$ cat src/rtl/clock_div_pkg.sv
// rtl/clock_div_pkg.sv - shared defaults for the programmable clock divider
package clock_div_pkg;

    localparam int CNT_W_DEF     = 28;
    localparam int RESET_DIV_DEF = 200000;
    localparam int NUM_CH_MAX    = 16;
    // A divisor of zero parks the channel with all outputs low.
    localparam int DIV_HALT      = 0;

endpackage

$ cat src/rtl/clock_div_chan.sv
// rtl/clock_div_chan.sv - one divider channel with shadowed divisor (tick logic under CLOCK_DIV_PROG_TICK_EN)
module clock_div_chan
    import clock_div_pkg::*;
#(
    parameter int CNT_W     = CNT_W_DEF,
    parameter int RESET_DIV = RESET_DIV_DEF
) (
    input  logic             clk_i,
    input  logic             reset_i,
    input  logic             enable_i,
    input  logic [CNT_W-1:0] divisor_i,
    input  logic             update_i,
    input  logic             sync_i,
    output logic             clock_o,
    output logic             tick_o,
    output logic             pending_o
);

    localparam logic [CNT_W-1:0] RST_VAL  = CNT_W'(RESET_DIV);
    localparam logic [CNT_W-1:0] HALT_VAL = CNT_W'(DIV_HALT);

    logic [CNT_W-1:0] cnt_q, cnt_d;
    logic [CNT_W-1:0] act_q, act_d;
    logic [CNT_W-1:0] shd_q, shd_d;
    logic             pend_q, pend_d;
    logic             clk_q, clk_d;
    logic             run;
    logic             nat_wrap;
    logic             apply;

    assign run      = enable_i && (act_q != HALT_VAL);
    // >= rather than == so a count left above a shrunken divisor still wraps.
    assign nat_wrap = run && (cnt_q >= act_q - CNT_W'(1));
    // Disable and sync are also period boundaries, so a waiting shadow may land there.
    assign apply    = pend_q && (!enable_i || sync_i || nat_wrap);

    always_comb begin
        clk_d  = run && (cnt_q < (act_q >> 1));
        cnt_d  = cnt_q + CNT_W'(1);
        act_d  = act_q;
        shd_d  = shd_q;
        pend_d = pend_q;
        if (!run || nat_wrap || sync_i || apply) begin
            cnt_d = '0;
        end
        if (apply) begin
            act_d  = shd_q;
            pend_d = 1'b0;
        end
        if (update_i) begin
            shd_d  = divisor_i;
            pend_d = 1'b1;
        end
    end

    always_ff @(posedge clk_i) begin
        if (reset_i) begin
            cnt_q  <= '0;
            act_q  <= RST_VAL;
            shd_q  <= RST_VAL;
            pend_q <= 1'b0;
            clk_q  <= 1'b0;
        end else begin
            cnt_q  <= cnt_d;
            act_q  <= act_d;
            shd_q  <= shd_d;
            pend_q <= pend_d;
            clk_q  <= clk_d;
        end
    end

`ifdef CLOCK_DIV_PROG_TICK_EN
    logic tick_q;

    // Only a natural wrap ticks; a sync alone restarts the period silently.
    always_ff @(posedge clk_i) begin
        if (reset_i) begin
            tick_q <= 1'b0;
        end else begin
            tick_q <= nat_wrap;
        end
    end

    assign tick_o = tick_q;
`else
    assign tick_o = 1'b0;
`endif

    assign clock_o   = clk_q;
    assign pending_o = pend_q;

endmodule

$ cat src/rtl/clock_div_prog.sv
// rtl/clock_div_prog.sv - NUM_CH programmable clock dividers sharing sync/reset (tick enabled by CLOCK_DIV_PROG_TICK_EN)
module clock_div_prog
    import clock_div_pkg::*;
#(
    parameter int NUM_CH    = 4,
    parameter int CNT_W     = CNT_W_DEF,
    parameter int RESET_DIV = RESET_DIV_DEF
) (
    input  logic                    clock_in,
    input  logic                    reset,
    input  logic [NUM_CH-1:0]       enable,
    input  logic [NUM_CH*CNT_W-1:0] divisor,
    input  logic [NUM_CH-1:0]       update,
    input  logic                    sync,
    output logic [NUM_CH-1:0]       clock_out,
    output logic [NUM_CH-1:0]       tick,
    output logic [NUM_CH-1:0]       pending
);

    for (genvar i = 0; i < NUM_CH; i++) begin : g_chan
        clock_div_chan #(
            .CNT_W     (CNT_W),
            .RESET_DIV (RESET_DIV)
        ) u_chan (
            .clk_i     (clock_in),
            .reset_i   (reset),
            .enable_i  (enable[i]),
            .divisor_i (divisor[i*CNT_W +: CNT_W]),
            .update_i  (update[i]),
            .sync_i    (sync),
            .clock_o   (clock_out[i]),
            .tick_o    (tick[i]),
            .pending_o (pending[i])
        );
    end

endmodule
$ cat config.mk
export PLATFORM = sky130hd
export DESIGN_NAME = clock_div_prog
export DESIGN_NICKNAME = d
export VERILOG_FILES = /design/src/rtl/clock_div_pkg.sv /design/src/rtl/clock_div_chan.sv /design/src/rtl/clock_div_prog.sv
export SDC_FILE = /design/constraint.sdc
export NUM_CORES = 1
export LEC_CHECK = 0
export CELL_PAD_IN_SITES_DETAIL_PLACEMENT = 1
export CELL_PAD_IN_SITES_GLOBAL_PLACEMENT = 1
export CORE_UTILIZATION = 46
export DETAILED_ROUTE_END_ITERATION = 10
export PLACE_DENSITY_LB_ADDON = 0.3
export SYNTH_ARGS = -nofsm -noshare
export SYNTH_HDL_FRONTEND = slang
export SYNTH_SLANG_ARGS = --single-unit
$ cat constraint.sdc
create_clock -name clock_in -period 5.25 [get_ports clock_in]
set_clock_uncertainty 0.1 [all_clocks]
set_input_delay 1.3125 -clock clock_in [delete_from_list [all_inputs] [get_ports clock_in]]
set_output_delay 1.3125 -clock clock_in [all_outputs]
set_load 0.005 [all_outputs]
==> run summary <==
final non-filler cell total: 3018
Placed Cells: 2946
synth top area cells: dfxtp_1 (35%), ha_1 (14%), mux2i_1 (10%), nor2_1 (6.8%), xnor2_1 (6.1%)
synthesized area: 0.0199 mm²
RSZ-0062 raised after global routing: false
First-pass DRT Iterations: 5
pin count of the biggest net entering global routing: 80
post-cts repair resize count: 0
maxcap violations: 0
min Tclk post-route: 4.92 ns
Fin. Hold Viols: 0
post-synthesis sequential area ratio: 34.5%
initial antenna violation count: 0
Syn Area/Cell: 8.66 µm²
Placeable Area: 0.0423 mm²
total CTS buffers: 40
WL/cell: 17.9 µm
sequential share of power: 46.1%
combinational fraction of design power: 9.1%
Clock Pin Slew Worst Setup and Hold Paths: 0.06 ns
Die Height: 210 µm
Power Internal: 4.50 mW
filler instances: 4946
CTS Hold Buffers Added: 0
Final Power: 5.98 mW
Tot GR Track Use: 24.8%
Initial Utilization: 47.1%
Final Cell Area: 0.0230 mm²
Sum Neg Setup Slack: 0 ns
Placed Area: 0.0217 mm²
clk buf depth: 3
Async S/R FF share, synth: 0%
worst slew pin tran: 0.917 ns
Clk pwr share: 44.8%
Worst VDD drop: 273 µV
Die W: 210 µm
GP Congestion: 0.885
CP Launch Type: flop
crit path DAT: 5.22 ns
FP Rows: 75
post-synth top area share: 34.5%
number of synthesized flops with an enable pin: 0
status: finished, final reports clean
Net Sw Frac: 24.8%
Final Cycle Share: 93.6%
Seq cells post-synth: 344
H-Tree Depth: 2
worst-skew pair later-pin latency: 0.56 ns
Setup Buffers After CTS: 0
total number of vias: 16.5k
Total Nets Final: 2758
die area: 0.0442 mm²
GRT overflow: 0
placed wire-length estimate: 41400 µm
Primary FF master, synth: dfxtp_1
share of post-route cells with drive strength above 1: 4.26%
Worst Hold Class: reg -> reg
leading area contributor after synthesis: dfxtp_1
CP required: 5.56 ns
Slew HR: 38.9%
power per cell area: 260 mW/mm²
Area growth, synth to finish: 15.3%
CP Max Fanout: 32
I/O Buffers: 130
yosys warns: 0
vias in the first global route: 17.6k
sw power: 1.48 mW
overall routed net length: 54000 µm
Post-DRT Antenna Nets: 0
CP Class: reg -> reg
Pleak: 9.81 nW
Ant. Diodes: 0
first-pass GRT wire length: 89400 µm
CTS root buf: clkbuf_16
TritonCTS clock tree: yes
drt first-iter violations: 675
Fmax: 203 MHz
IO Pins: 135
fin. max-slew vios: 0
DRC: 0
Final setup viols: 0
Sink Count: 344
Synth cell types: 70
Syn Inst Count: 2303
drt via density: 5.48
CP Capture Type: flop
r2r setup slk: 0.33 ns
-- Yosys cell counts (all sizes together) (17+ instances only) --
cell type and count:
nand4 50, dfxtp 344, mux2i 202, xnor2 138, clkbuf 55, nor4 40
nand3 76, buf 33, o21ai 52, and3 17, a21oi 94, nor3 49
ha 224, a21o 24, nor2 359, nand2 171, and4 23, xor2 58
inv 148
-- layout make-up --
cell class,instances,area [µm²],share of cell area (%)
sequential,344,6890,29.9
inverter,148,556,2.42
tap,577,722,3.14
clock inverter,17,141,0.615
multi-input combinational,1726,12100,52.7
timing repair buffer,151,1450,6.32
clock buffer,55,1120,4.86
-- through the flow --
step                setup WS (ns)  util, %  hold slack [ns]
floorplan                    1.06        -            0.337
global placement            0.663     51.4            0.350
detailed placement          0.371     51.4            0.363
CTS                         0.307     54.3            0.372
global route               0.0337     54.3            0.374
finish                      0.334     54.3            0.353
-- path summary, 6_finish.rpt --
path                                           start                                 endpoint  cells past startpoint
max           g_chan[2].u_chan.act_q[1]$_SDFFE_PP0P_   g_chan[2].u_chan.act_q[9]$_SDFFE_PP0P_                     15
min          g_chan[3].u_chan.shd_q[22]$_SDFFE_PP0P_  g_chan[3].u_chan.act_q[22]$_SDFFE_PP0P_                      2
max reg2reg   g_chan[2].u_chan.act_q[1]$_SDFFE_PP0P_   g_chan[2].u_chan.act_q[9]$_SDFFE_PP0P_                     15
min reg2reg  g_chan[3].u_chan.shd_q[22]$_SDFFE_PP0P_  g_chan[3].u_chan.act_q[22]$_SDFFE_PP0P_                      2
-- logic make-up (layout without fill, tap and decap cells) --
logic type | count (synthesis) | in the layout | synth area share, %
muxes | 202 | 202 | 10.1
other | 1 | 4 | 0.0188
AOI/OAI and AO/OA | 246 | 246 | 7.66
buffers and inverters | 236 | 371 | 4.99
xor gates and xnor gates | 196 | 196 | 8.61
and+or+nand+nor | 854 | 854 | 20.0
adders and majority gates | 224 | 224 | 14.1
DFF | 344 | 344 | 34.5
-- critical path: stages, from the launching register on --
cell	delay [ns]
dfxtp_1	0.34
or4_1	0.52
or3_1	0.38
nor3_2	0.33
nand3_1	0.29
or2_1	0.33
nor4_1	0.25
xnor2_1	0.16
ha_1	0.28
and4_1	0.19
a22oi_1	0.27
o2111ai_1	0.23
o2111ai_4	0.27
buf_4	0.44
mux2i_1	0.29
nor2_1	0.08
-- state kept, by name, indices dropped and copies added, names as in the netlist --
signal,count
g_chan.u_chan.act_q,112
g_chan.u_chan.clock_o,4
g_chan.u_chan.cnt_q,112
g_chan.u_chan.pending_o,4
g_chan.u_chan.shd_q,112
-- layer usage --
| metal | track usage, % | vias to the layer above | part of all wire, % |
|---|---|---|---|
| met5 | 0 | - | 0 |
| met4 | 6.77 | 0 | 1.9 |
| met3 | 2.83 | 71 | 2.5 |
| met2 | 45.3 | 210 | 50 |
| met1 | 30.5 | 8078 | 45 |
| li1 | - | 8178 | - |
-- layout by cell type (no fill, tap or decap), types with 48 or more instances in the layout --
cell type / synthesis / routed
clkdlybuf4s50_1: 0 / 125
nor2_1: 359 / 359
nand2_1: 171 / 171
xnor2_1: 138 / 138
xor2_1: 58 / 58
nand4_1: 50 / 50
nor3_1: 48 / 48
dfxtp_1: 344 / 344
o21ai_0: 50 / 50
mux2i_1: 202 / 202
a21oi_1: 94 / 93
ha_1: 224 / 224
inv_1: 147 / 146
nand3_1: 76 / 76
-- power by group through the flow --
stage                     combinational (mW)  clock, mW  sequential (mW)
after floorplan                        0.353          0             2.79
after global placement                 0.516          0             2.81
final                                  0.542       2.68             2.76
after detailed placement               0.542          0             2.82
after global routing                   0.600       2.86             2.77
after CTS                              0.547       2.76             2.76
No activity file was read; power rests on OpenSTA's default activity.
